## config.mk

```make
export PLATFORM = sky130hd
export DESIGN_NAME = db_req_gen
export DESIGN_NICKNAME = d
export VERILOG_FILES = /design/src/rtl/db_req_gen.sv
export SDC_FILE = /design/constraint.sdc
export NUM_CORES = 1
export LEC_CHECK = 0
export CORE_AREA = 2 2 147 149
export DETAILED_ROUTE_END_ITERATION = 8
export DIE_AREA = 0 0 149 151
export PLACE_DENSITY = 0.77
export SYNTH_ARGS = -nofsm -noshare
export SYNTH_HDL_FRONTEND = slang
export SYNTH_SLANG_ARGS = --single-unit
```

## constraint.sdc

```tcl
create_clock -name clk -period 5.2 [get_ports clk]
set_clock_uncertainty 0.2 [all_clocks]
set_input_delay 0.78 -clock clk [delete_from_list [all_inputs] [get_ports clk]]
set_output_delay 0.78 -clock clk [all_outputs]
set_load 0.02 [all_outputs]
```

## src/rtl/db_req_gen.sv

```systemverilog
// Request initiator for the key/value filter DB: folds the key into a hash, issues one DB request, waits for a response or a timeout.
// Optional DB_REQ_STATS_EN adds saturating request/hit/timeout counters.
module db_req_gen #(
  parameter int unsigned HASH_SIZE   = 32,
  parameter int unsigned KEY_SIZE    = 96,
  parameter int unsigned VAL_SIZE    = 32,
  parameter int unsigned WAIT_CYCLES = 4
) (
  input  logic                 clk,
  input  logic                 rst_n,
  input  logic                 pkt_valid,
  output logic                 pkt_ready,
  input  logic [3:0]           pkt_op,
  input  logic [KEY_SIZE-1:0]  pkt_key,
  input  logic [VAL_SIZE-1:0]  pkt_value,
  output logic                 db_valid,
  output logic [3:0]           db_op,
  output logic [HASH_SIZE-1:0] db_hash,
  output logic [KEY_SIZE-1:0]  db_key,
  output logic [VAL_SIZE-1:0]  db_value,
  input  logic                 db_resp_valid,
  input  logic [3:0]           db_resp_flag,
  input  logic [VAL_SIZE-1:0]  db_resp_value,
  output logic                 res_valid,
  output logic                 res_hit,
  output logic [3:0]           res_flag,
  output logic [VAL_SIZE-1:0]  res_value
`ifdef DB_REQ_STATS_EN
  ,
  output logic [31:0]          stat_req,
  output logic [31:0]          stat_hit,
  output logic [31:0]          stat_timeout
`endif
);

  localparam int unsigned WORD_W    = 32;
  localparam int unsigned NUM_WORDS = KEY_SIZE / WORD_W;
  localparam int unsigned CNT_W     = 8;
  // The window includes the ISSUE cycle, so WAIT expires one count early.
  localparam logic [CNT_W-1:0] CNT_LAST = CNT_W'(WAIT_CYCLES - 2);

  typedef enum logic [1:0] {
    ST_IDLE,
    ST_ISSUE,
    ST_WAIT,
    ST_REPORT
  } state_t;

  state_t             state;
  state_t             state_nxt;
  logic [CNT_W-1:0]   cnt;
  logic [CNT_W-1:0]   cnt_nxt;
  logic               accept_c;
  logic               hit_c;
  logic               timeout_c;
  logic [WORD_W-1:0]  hash_c;

  // XOR-fold every 32-bit word of the key.
  always_comb begin
    hash_c = '0;
    for (int i = 0; i < NUM_WORDS; i++) begin
      hash_c = hash_c ^ pkt_key[i*WORD_W +: WORD_W];
    end
  end

  always_comb begin
    state_nxt = state;
    cnt_nxt   = cnt;
    accept_c  = 1'b0;
    hit_c     = 1'b0;
    timeout_c = 1'b0;
    case (state)
      ST_IDLE: begin
        if (pkt_valid) begin
          accept_c  = 1'b1;
          state_nxt = ST_ISSUE;
        end
      end
      ST_ISSUE: begin
        cnt_nxt   = '0;
        state_nxt = ST_WAIT;
      end
      ST_WAIT: begin
        if (db_resp_valid) begin
          hit_c     = 1'b1;
          state_nxt = ST_REPORT;
        end else if (cnt == CNT_LAST) begin
          timeout_c = 1'b1;
          state_nxt = ST_REPORT;
        end else begin
          cnt_nxt = cnt + CNT_W'(1);
        end
      end
      ST_REPORT: begin
        state_nxt = ST_IDLE;
      end
      default: begin
        state_nxt = ST_IDLE;
      end
    endcase
  end

  always_ff @(posedge clk) begin
    if (!rst_n) begin
      state     <= ST_IDLE;
      cnt       <= '0;
      pkt_ready <= 1'b1;
      db_valid  <= 1'b0;
      db_op     <= '0;
      db_hash   <= '0;
      db_key    <= '0;
      db_value  <= '0;
      res_valid <= 1'b0;
      res_hit   <= 1'b0;
      res_flag  <= '0;
      res_value <= '0;
    end else begin
      state     <= state_nxt;
      cnt       <= cnt_nxt;
      pkt_ready <= (state_nxt == ST_IDLE);
      db_valid  <= (state_nxt == ST_ISSUE);
      res_valid <= (state_nxt == ST_REPORT);
      if (accept_c) begin
        db_op    <= pkt_op;
        db_hash  <= HASH_SIZE'(hash_c);
        db_key   <= pkt_key;
        db_value <= pkt_value;
      end
      if (hit_c) begin
        res_hit   <= 1'b1;
        res_flag  <= db_resp_flag;
        res_value <= db_resp_value;
      end else if (timeout_c) begin
        res_hit   <= 1'b0;
        res_flag  <= '0;
        res_value <= '0;
      end
    end
  end

`ifdef DB_REQ_STATS_EN
  // Saturating activity counters.
  always_ff @(posedge clk) begin
    if (!rst_n) begin
      stat_req     <= '0;
      stat_hit     <= '0;
      stat_timeout <= '0;
    end else begin
      if (accept_c && (stat_req != '1)) begin
        stat_req <= stat_req + 32'd1;
      end
      if ((state == ST_REPORT) && res_hit && (stat_hit != '1)) begin
        stat_hit <= stat_hit + 32'd1;
      end
      if ((state == ST_REPORT) && !res_hit && (stat_timeout != '1)) begin
        stat_timeout <= stat_timeout + 32'd1;
      end
    end
  end
`endif

endmodule

```

==> results of run 1 <==
## cells by family after synthesis
family,synth area share (%)
muxes,0.7257
AOI/OAI and AO/OA,17.66
DFF,51.76
buffers and inverters,4.384
adders and majority gates,0.9070
and+or+nand+nor,17.79
xor gates and xnor gates,6.773
## sequential cells by signal, indices dropped and copies added, names as in the netlist
register / cells
res_flag: 4
pkt_ready: 1
db_hash: 32
db_key: 96
cnt: 8
res_value: 32
db_valid: 1
db_op: 4
state: 2
res_valid: 1
db_value: 32
res_hit: 1
## power by group through the flow
| stage | combinational (uW) | sequential, uW | clock, uW |
|---|---|---|---|
| 2_1_floorplan | 805 | 2510 | 0 |
| 3_3_place_gp | 2140 | 2130 | 0 |
| 3_5_place_dp | 2160 | 2150 | 0 |
| 6_report | 2160 | 2120 | 1600 |
| 5_1_grt | 2340 | 2150 | 1710 |
| 4_1_cts | 2170 | 2120 | 1630 |
## layout by cell type (no fill, tap or decap), types with 4 or more instances in the layout
cell type,count
a21boi_0,4
a21oi_1,167
a311oi_1,36
buf_4,5
clkbuf_1,6
clkbuf_16,25
clkbuf_8,4
clkdlybuf4s50_1,374
clkinv_2,6
dfxtp_1,214
ha_1,6
inv_1,7
mux2i_1,6
nand2_1,304
nand3_1,42
o21ai_0,36
xnor2_1,32
xor2_1,32
## worst reg2reg max path: stages, from the launching register on
cell and delay, ns:
dfxtp_1 0.37, inv_1 0.13, ha_1 0.23, and2_4 0.60
nand2_1 0.86, o21ai_0 0.43
## worst max path at each step
stage / cells past startpoint / endpoint / start / slack [ns]
after floorplan: 4 / cnt[5] / db_resp_valid / 3.18
after detailed placement: 4 / db_hash[30] / pkt_valid / 1.54
after global placement: 4 / db_hash[30] / pkt_valid / 1.55
after global routing: 4 / db_hash[4] / pkt_valid / 1.81
after CTS: 4 / db_hash[4] / pkt_valid / 2.04
final: 4 / db_hash[4] / pkt_valid / 2.14
## metal layers
layer  part of all wire (%)  vias to the layer above
li1                       -                     3997
met5                      0                        -
met1                     38                     3734
met3                     11                       56
met4                    3.1                        0
met2                     48                      299
## per-stage QoR
step           std cells  worst slack, ns
2_1_floorplan        994            3.180
3_3_place_gp        1572            1.552
3_5_place_dp        1572            1.538
4_1_cts             1614            2.037
5_1_grt             1614            1.814
6_report            1615            2.136
## layout make-up
cell class                 count  area, sq um  share of cell area, %
sequential                   214         4284                  33.33
timing repair buffer         381         3806                  29.61
multi-input combinational    694         3641                  28.33
clock buffer                  35        703.2                  5.471
tap                          275        344.1                  2.677
clock inverter                 7        38.79                 0.3018
inverter                       8        32.53                 0.2531
antenna                        1        2.502                0.01947
==> metrics, run 1 <==
Crit path max-delay family=simple AND/OR/NAND/NOR gates; setup bufs post-CTS=0; combinational share of power=approximately 37%; Pre-Repair DR Iteration Count=5; 1st-iter DRT viols=about 360; DRC Markers=0; R2R Setup Slk=approximately 2.3 ns; die height=roughly 150 microns; Critical Path Fanout Max=62; met1 usage=between 20% and 30%; #FFs+latches synth=between 200 and 250; worst skew pair latency=0.50 ns; Min Clock Period, post-route=3.064 ns; f_max=around 330 MHz; sequential element share of the synthesized area=between 50% and 60%; TritonCTS buffer count=24; WL per Instance=roughly 17 microns; TritonCTS clock tree=yes; Final Hold Fails=0; cell area after layout=12850 sq um; number of port buffers=around 380; WL final=~27000 microns; area share of the largest cell type after synthesis=about half; Vias=8086; period utilisation layout=58.93%; global-route wire length before repair=40710 microns; die width=~150 microns; die area=~22000 sq um; pwr/cell area=~460 nW/um^2; CP Buf/Inv Count=1; reg2reg start=state[0]; met3 usage=about 8.4%; Post-synth EDFFs=0; Max VDD drop=0.3109 mV; syn avg cell area=8.327 sq um; Clock power frac=between 20% and 30%; Post-synth ARST share=0%; Leak=0.004536 uW; final net count=approximately 1500; share of power burned in registers=36.1%; post-CTS sizing=0; vias per cell=5.007; GRT Util Overall=22.62%; synth top area cells=dfxtp_1 52%, nand2_1 14%, a21oi_1 10%; Site Rows=53; hold_sp=db_op[0]; Yosys top cell by area=dfxtp_1; Worst path max stage delay=between 0.8 and 0.9 ns; top cells by count, synth=305 x nand2_1, 214 x dfxtp_1, 167 x a21oi_1; Final HPWL DP=around 19000 microns; CTS Hold Buffers Added=0; crit path kind=in -> reg; worst reg2reg path depth=5; max_cap viols=0; GPL Wtd Cong=just over 0.8; ys flop type=dfxtp_1; most common cell in the synthesized netlist=nand2_1; H-Tree Depth=1; post-synthesis cell count=around 990; worst slew pin tran=roughly 1.2 ns; RR Endpoint=db_hash[4]; vias in the first global route=7616; CORE AREA=roughly 21000 sq um; root buf cell=clkbuf_16; smallest hold slack=0.2528 ns; slew margin rel.=between 10% and 20%; sw frac=between 30% and 40%; post-route core utilization=between 60% and 70%; status=completed; Worst Path Required=5.40 ns; worst hold path depth=2; RSZ-0062 raised after global routing=no; Hold Path End=db_op[0]; Setup TNS=0 ns; I/O Pins=around 380; largest net degree at the start of global routing=approximately 110; antenna-violating nets left=0; initial antenna violation count=0; endpoints failing setup=0; Pint=approximately 3800 uW; Worst Hold Class=reg -> reg; pins over their slew limit=0; Post-DP Area=12110 sq um; Starting Density=roughly two fifths; net switching power=2077 uW; GRT Max-Usage Layer=met2; Worst Setup End Kind=register; overflow left after global routing=0; share of layout cells above drive strength 1=3.734%; Fillers=1846; Worst EP arrival=between 3 and 4 ns; Slowest cell on crit path=nand2_1; PnR Total Power=between 5000 and 6000 uW; Synth cell types=32; Ys Warns=0; CP cell instances=clkdlybuf4s50_1, and2_4, nand2_1, o21ai_0; # clock sinks=between 200 and 250; Worst-path clk slew=around 0.060 ns; area grow syn2layout=55.28%; post-synthesis cell area=between 8000 and 9000 sq um; CTS max path bufs=3; M2 GR Usage=roughly two fifths; Startpoint Class=input port; syn_nets=roughly 1200
Power figures use the tool's default switching activity.
==> run 2: changes to the inputs <==
- CORE_AREA: 2 2 147 149 -> 2 2 148 150
- DIE_AREA: 0 0 149 151 -> 0 0 150 152
- PLACE_DENSITY: 0.77 -> 0.76
- clock period: 5.2 -> 2.9 ns (I/O delays scaled with it)
==> run 2 against run 1 <==
  * Flip-flop and latch count did not move
  * Count of clock-buffer cells in the layout decreased by 2
  * Total power up 83%
  * Sequential power up 79%
  * Final cell count is 0.74% higher
  * Worst setup slack worse by 1.6 ns
  * Routed wire length shrank 2.1%
  * Non-clock buffer count is 9 higher
  * Clock power up 85%
  * Critical endpoint is now res_flag[1]
  * Largest cell class unchanged
==> metrics, run 2 (synthesis results as in run 1) <==
max FFs per register=96 (unchanged); RSZ-0062 raised after global routing=no; Critical Path Fanout Max=43 (-31%); hold_sp=rst_n; worst hold path depth=3 (+1); Biggest register=db_key; pwr/cell area=822.7 nW/um^2 (+80%); CORE AREA=21350 sq um (+2.5%); period utilisation layout=between 80% and 90%; PnR Total Power=10730 uW (+83%); worst slew pin tran=0.5235 ns (-0.7069 ns); worst reg2reg path depth=7 (+2); I/O Pins=376 (unchanged); most common cell after layout, fill and taps aside=clkdlybuf4s50_1; Worst Setup End Kind=register; vias per cell=4.978 (-0.57%); TritonCTS clock tree=yes; Critical Path Source=state[0]; H-Tree Depth=1 (unchanged); Leak=0.004630 uW (+2.1%); pre-CTS setup slack=0.5905 ns (-0.9471 ns); number of port buffers=375 (unchanged); f_max=about 430 MHz; CTS max path bufs=3 (unchanged); DRC Markers=0 (unchanged); die height=152 microns (+0.66%); Hold Path End=db_key[19]; overflow left after global routing=0 (unchanged); WL final=26550 microns (-2.1%); Startpoint Class=register; Setup TNS=0 ns (unchanged); share of layout cells above drive strength 1=4.529% (+0.79 points); worst skew pair latency=0.51 ns (about the same); pins over their slew limit=0 (unchanged); root buf cell=clkbuf_16; Multi-input gate area=3641 sq um (unchanged); worst setup margin=0.5553 ns (-1.580 ns); Worst Path Required=3.11 ns (-2.29 ns); initial antenna violation count=0 (unchanged); CTS Hold Buffers Added=0 (unchanged); # clock sinks=214 (unchanged); Final Hold Fails=0 (unchanged); Vias=8100 (+0.17%); largest net degree at the start of global routing=68 (-36%); register area=4284 sq um (unchanged); Site Rows=54 (+1.9%); die area=22800 sq um (+1.3%); die width=150 microns (+0.67%); antenna-violating nets left=0 (unchanged); Pre-Repair DR Iteration Count=4 (-1); ant diodes=0 (-1); Starting Density=38.77% (-0.98 points); GRT Util Overall=22.16% (-0.45 points); final net count=1510 (+0.60%); Worst EP arrival=2.56 ns (-0.71 ns); Final HPWL DP=18810 microns (+1.1%); slew margin rel.=64.20% (+46 points); post-CTS sizing=0 (unchanged); 1st-iter DRT viols=472 (+32%); vias in the first global route=7780 (+2.2%); most frequent cells in the layout=374 x clkdlybuf4s50_1, 304 x nand2_1, 214 x dfxtp_1; cell area after layout=13040 sq um (+1.5%); GPL Wtd Cong=0.8043 (-0.58%); Worst-path clk slew=0.06 ns (about the same); Fillers=1845 (-0.054%); global-route wire length before repair=41080 microns (+0.90%); setup bufs post-CTS=0 (unchanged); Post-DP Area=12270 sq um (+1.3%); Worst Hold Class=in -> reg; area grow syn2layout=57.55%; TritonCTS buffer count=24 (unchanged); endpoints failing setup=0 (unchanged); crit path kind=reg -> reg; RR Endpoint=res_flag[1]; post-route core utilization=61.08% (-0.65 points); R2R Setup Slk=0.56 ns (-1.72 ns); Max VDD drop=0.5540 mV (+78%); status=completed; reg2reg start=state[0]; max_cap viols=0 (unchanged); WL per Instance=16.32 microns (-2.9%); Min Clock Period, post-route=approximately 2.3 ns
-- run 2: cell types whose count changed in the layout (fill, tap and decap cells not counted) --
cell,before,now
buf_12,1,8
clkbuf_1,6,3
buf_4,5,7
bufinv_16,0,1
clkbuf_8,4,5
clkinv_2,6,7
clkinv_4,1,0
diode_2,1,0
-- run 2: final cells by class --
cell class,count,area share (%)
clock inverter,8,0.4989
inverter,8,0.2495
multi-input combinational,694,27.92
sequential,214,32.85
clock buffer,33,5.412
timing repair buffer,390,30.38
tap,280,2.687
-- run 2: worst max-delay path by stage --
stage,to,slack (ns),cells after the start
after CTS,res_value[28],0.57,7
after floorplan,cnt[5],1.04,5
after global placement,res_value[28],0.65,7
final,res_flag[1],0.56,7
after detailed placement,res_value[28],0.59,7
after global routing,res_value[23],0.35,7
-- run 2: power breakdown --
part	total [uW]	leakage, uW	internal (uW)	switching, uW
registers	3800	0.00175	3510	288
logic	3970	0.00249	1710	2260
clock network	2960	0.000389	1780	1190
total	10700	0.00463	6990	3740
-- run 2: layer usage --
layer | GRT usage, % | up-vias | share of wire, %
met3 | 9.069 | 56 | 11
met4 | 7.323 | 0 | 3.1
met2 | 36.70 | 315 | 46
met5 | 0 | - | 0
li1 | - | 4017 | -
met1 | 25.92 | 3712 | 40
-- run 2: per-stage QoR --
stage	instances	hold slack (ns)
after floorplan	994	0.2500
after global placement	1586	0.2403
after detailed placement	1586	0.2453
after CTS	1627	0.1563
after global routing	1627	0.1932
final	1627	0.1696
-- run 2: critical path, cell delays in order (launching register included) --
cell and delay (ns):
dfxtp_1 0.36, inv_1 0.12, ha_1 0.19, buf_4 0.38
and2_2 0.22, buf_4 0.36, a21oi_1 0.14, a311oi_1 0.25
==> run 3: changes to the inputs <==
- CORE_AREA: 2 2 148 150 -> unset
- CORE_MARGIN: unset -> 2
- CORE_UTILIZATION: unset -> 38
- DIE_AREA: 0 0 150 152 -> unset
- PLACE_DENSITY: 0.76 -> 0.77
- clock period: 2.9 -> 2 ns (I/O delays scaled with it)
==> run 3 against run 2 <==
  * Die area is 0.78% higher
  * Critical endpoint is now db_key[85]
  * Via count grew 2.7%
  * Critical path type is now reg -> out
  * Worst setup slack worse by 0.54 ns
  * Combinational power rose by 47%
  * Register-to-register slack got worse by 0.51 ns
==> metrics, run 3 (synthesis results as in run 1) <==
status=completed; DRC Markers=0 (unchanged); share of layout cells above drive strength 1=5.921% (+1.4 points); # clock sinks=214 (unchanged); Startpoint Class=register; TritonCTS buffer count=24 (unchanged); Worst Hold Class=in -> reg; CP cell instances=clkdlybuf4s50_1; slew margin rel.=74.65% (+10 points); Post-DP Area=12440 sq um (+1.4%); Starting Density=39.00% (+0.24 points); crit path kind=reg -> out; Biggest register=db_key; Max VDD drop=0.7382 mV (+33%); I/O Pins=376 (unchanged); die area=22980 sq um (+0.78%); # placed instances=1600 (+0.88%); WL per Instance=16.83 microns (+3.2%); WL final=27670 microns (+4.2%); Min Clock Period, post-route=1.985 ns; CP Buf/Inv Count=1 (-2); worst setup margin=0.01469 ns (-0.5406 ns); 1st-iter DRT viols=222 (-53%); global-route wire length before repair=40940 microns (-0.32%); worst slew pin tran=0.3707 ns (-0.1528 ns); Critical Path Source=db_key[85]; Finished Layout Cells=1644 (+1.0%); Worst Path Required=1.50 ns (-1.61 ns); vias in the first global route=7978 (+2.5%); Slowest cell on crit path=clkdlybuf4s50_1; initial antenna violation count=1 (+1); Worst Setup End Kind=output port; endpoints failing setup=0 (unchanged); TritonCTS clock tree=yes; die width=151.6 microns (+1.1%); cell area after layout=13480 sq um (+3.4%); pre-CTS setup slack=-0.02781 ns (-0.6183 ns); antenna-violating nets left=0 (unchanged); f_max=503.7 MHz; Pre-Repair DR Iteration Count=4 (unchanged); Critical Path Fanout Max=2 (-95%); Site Rows=53 (-1.9%); Final Hold Fails=0 (unchanged); largest net degree at the start of global routing=69 (+1.5%); GPL Wtd Cong=0.8114 (+0.88%); pwr/cell area=1171 nW/um^2 (+42%); CTS max path bufs=3 (unchanged); Worst EP arrival=1.49 ns (-1.07 ns); overflow left after global routing=0 (unchanged); most common cell after layout, fill and taps aside=nand2_1; hold_sp=pkt_op[2]; most frequent cells in the layout=304 x nand2_1, 246 x clkdlybuf4s50_1, 214 x dfxtp_1; Worst path max stage delay=0.64 ns (+0.26 ns); die height=151.6 microns (-0.27%); Crit path max-delay family=buffers and inverters; root buf cell=clkbuf_16; GRT Util Overall=22.33% (+0.17 points); Leak=0.006534 uW (+41%); max FFs per register=96 (unchanged); Final HPWL DP=19560 microns (+4.0%); Vias=8315 (+2.7%); vias per cell=5.058 (+1.6%); period utilisation layout=99.27%; area grow syn2layout=62.86%; H-Tree Depth=1 (unchanged); worst skew pair latency=0.51 ns (about the same); final net count=1530 (+1.3%); number of port buffers=375 (unchanged); max_cap viols=0 (unchanged); pins over their slew limit=0 (unchanged); reg2reg start=cnt[0]; Worst-path clk slew=0.06 ns (about the same); CORE AREA=21220 sq um (-0.61%)
[run 3: changes by cell type in the layout (fill, tap and decap cells not counted), moves of 3 or more]
cell / change
buf_4: +15
clkbuf_8: -3
clkdlybuf4s50_1: -128
buf_12: +3
dlygate4sd2_1: +30
dlymetal6s2s_1: +98
[run 3: cell type report]
class                   count  area [sq um]
fillers                  1761          7741
repair buffers            410          4363
flip-flops and latches    214          4284
multi-input cells         694          3649
clock buffers              31         668.1
well taps                 275         344.1
clock inverters            11         136.4
inverters                   8         32.53
diodes                      1         2.502
[run 3: power by group]
part	leakage (uW)	switching [uW]	internal [uW]
logic	0.00439	3360	2470
registers	0.00175	391	5090
clock network	0.000397	1740	2740
total	0.00653	5490	10300
[run 3: final timing paths]
path / endpoint / slack (ns) / cells after the start
setup / recovery: db_key[85] / 0.01 / 1
hold / removal: db_op[2] / 0.14 / 3
setup reg to reg: res_value[24] / 0.05 / 6
hold reg to reg: db_key[30] / 0.25 / 2
[run 3: timing repair]
action | CTS | global route
hold endpoints to repair | 3 | 0
gates resized for setup | 30 | 101
setup endpoints to repair | 30 | 104
pin swaps | 0 | 0
hold buffers | 1 | 0
setup buffers | 0 | 0
[run 3: metrics by stage]
step	power (uW)	utilization, %	hold slack [ns]	TNS (ns)
final	15780	63.52	0.1369	0
after global routing	16600	63.52	0.1239	-0.01417
after CTS	15980	62.30	0.1215	0
after detailed placement	11550	58.64	0.2453	-0.02781
after global placement	11450	58.64	0.2407	0
after floorplan	8625	-	0.2360	0
[run 3: routing by layer]
| layer | wire length [microns] | vias to the layer above | global-route usage, % |
|---|---|---|---|
| met4 | 741 | 0 | 7.176 |
| li1 | - | 4057 | - |
| met2 | 13750 | 308 | 39.30 |
| met1 | 10260 | 3893 | 24.85 |
| met5 | 0 | - | 0 |
| met3 | 2919 | 57 | 8.593 |
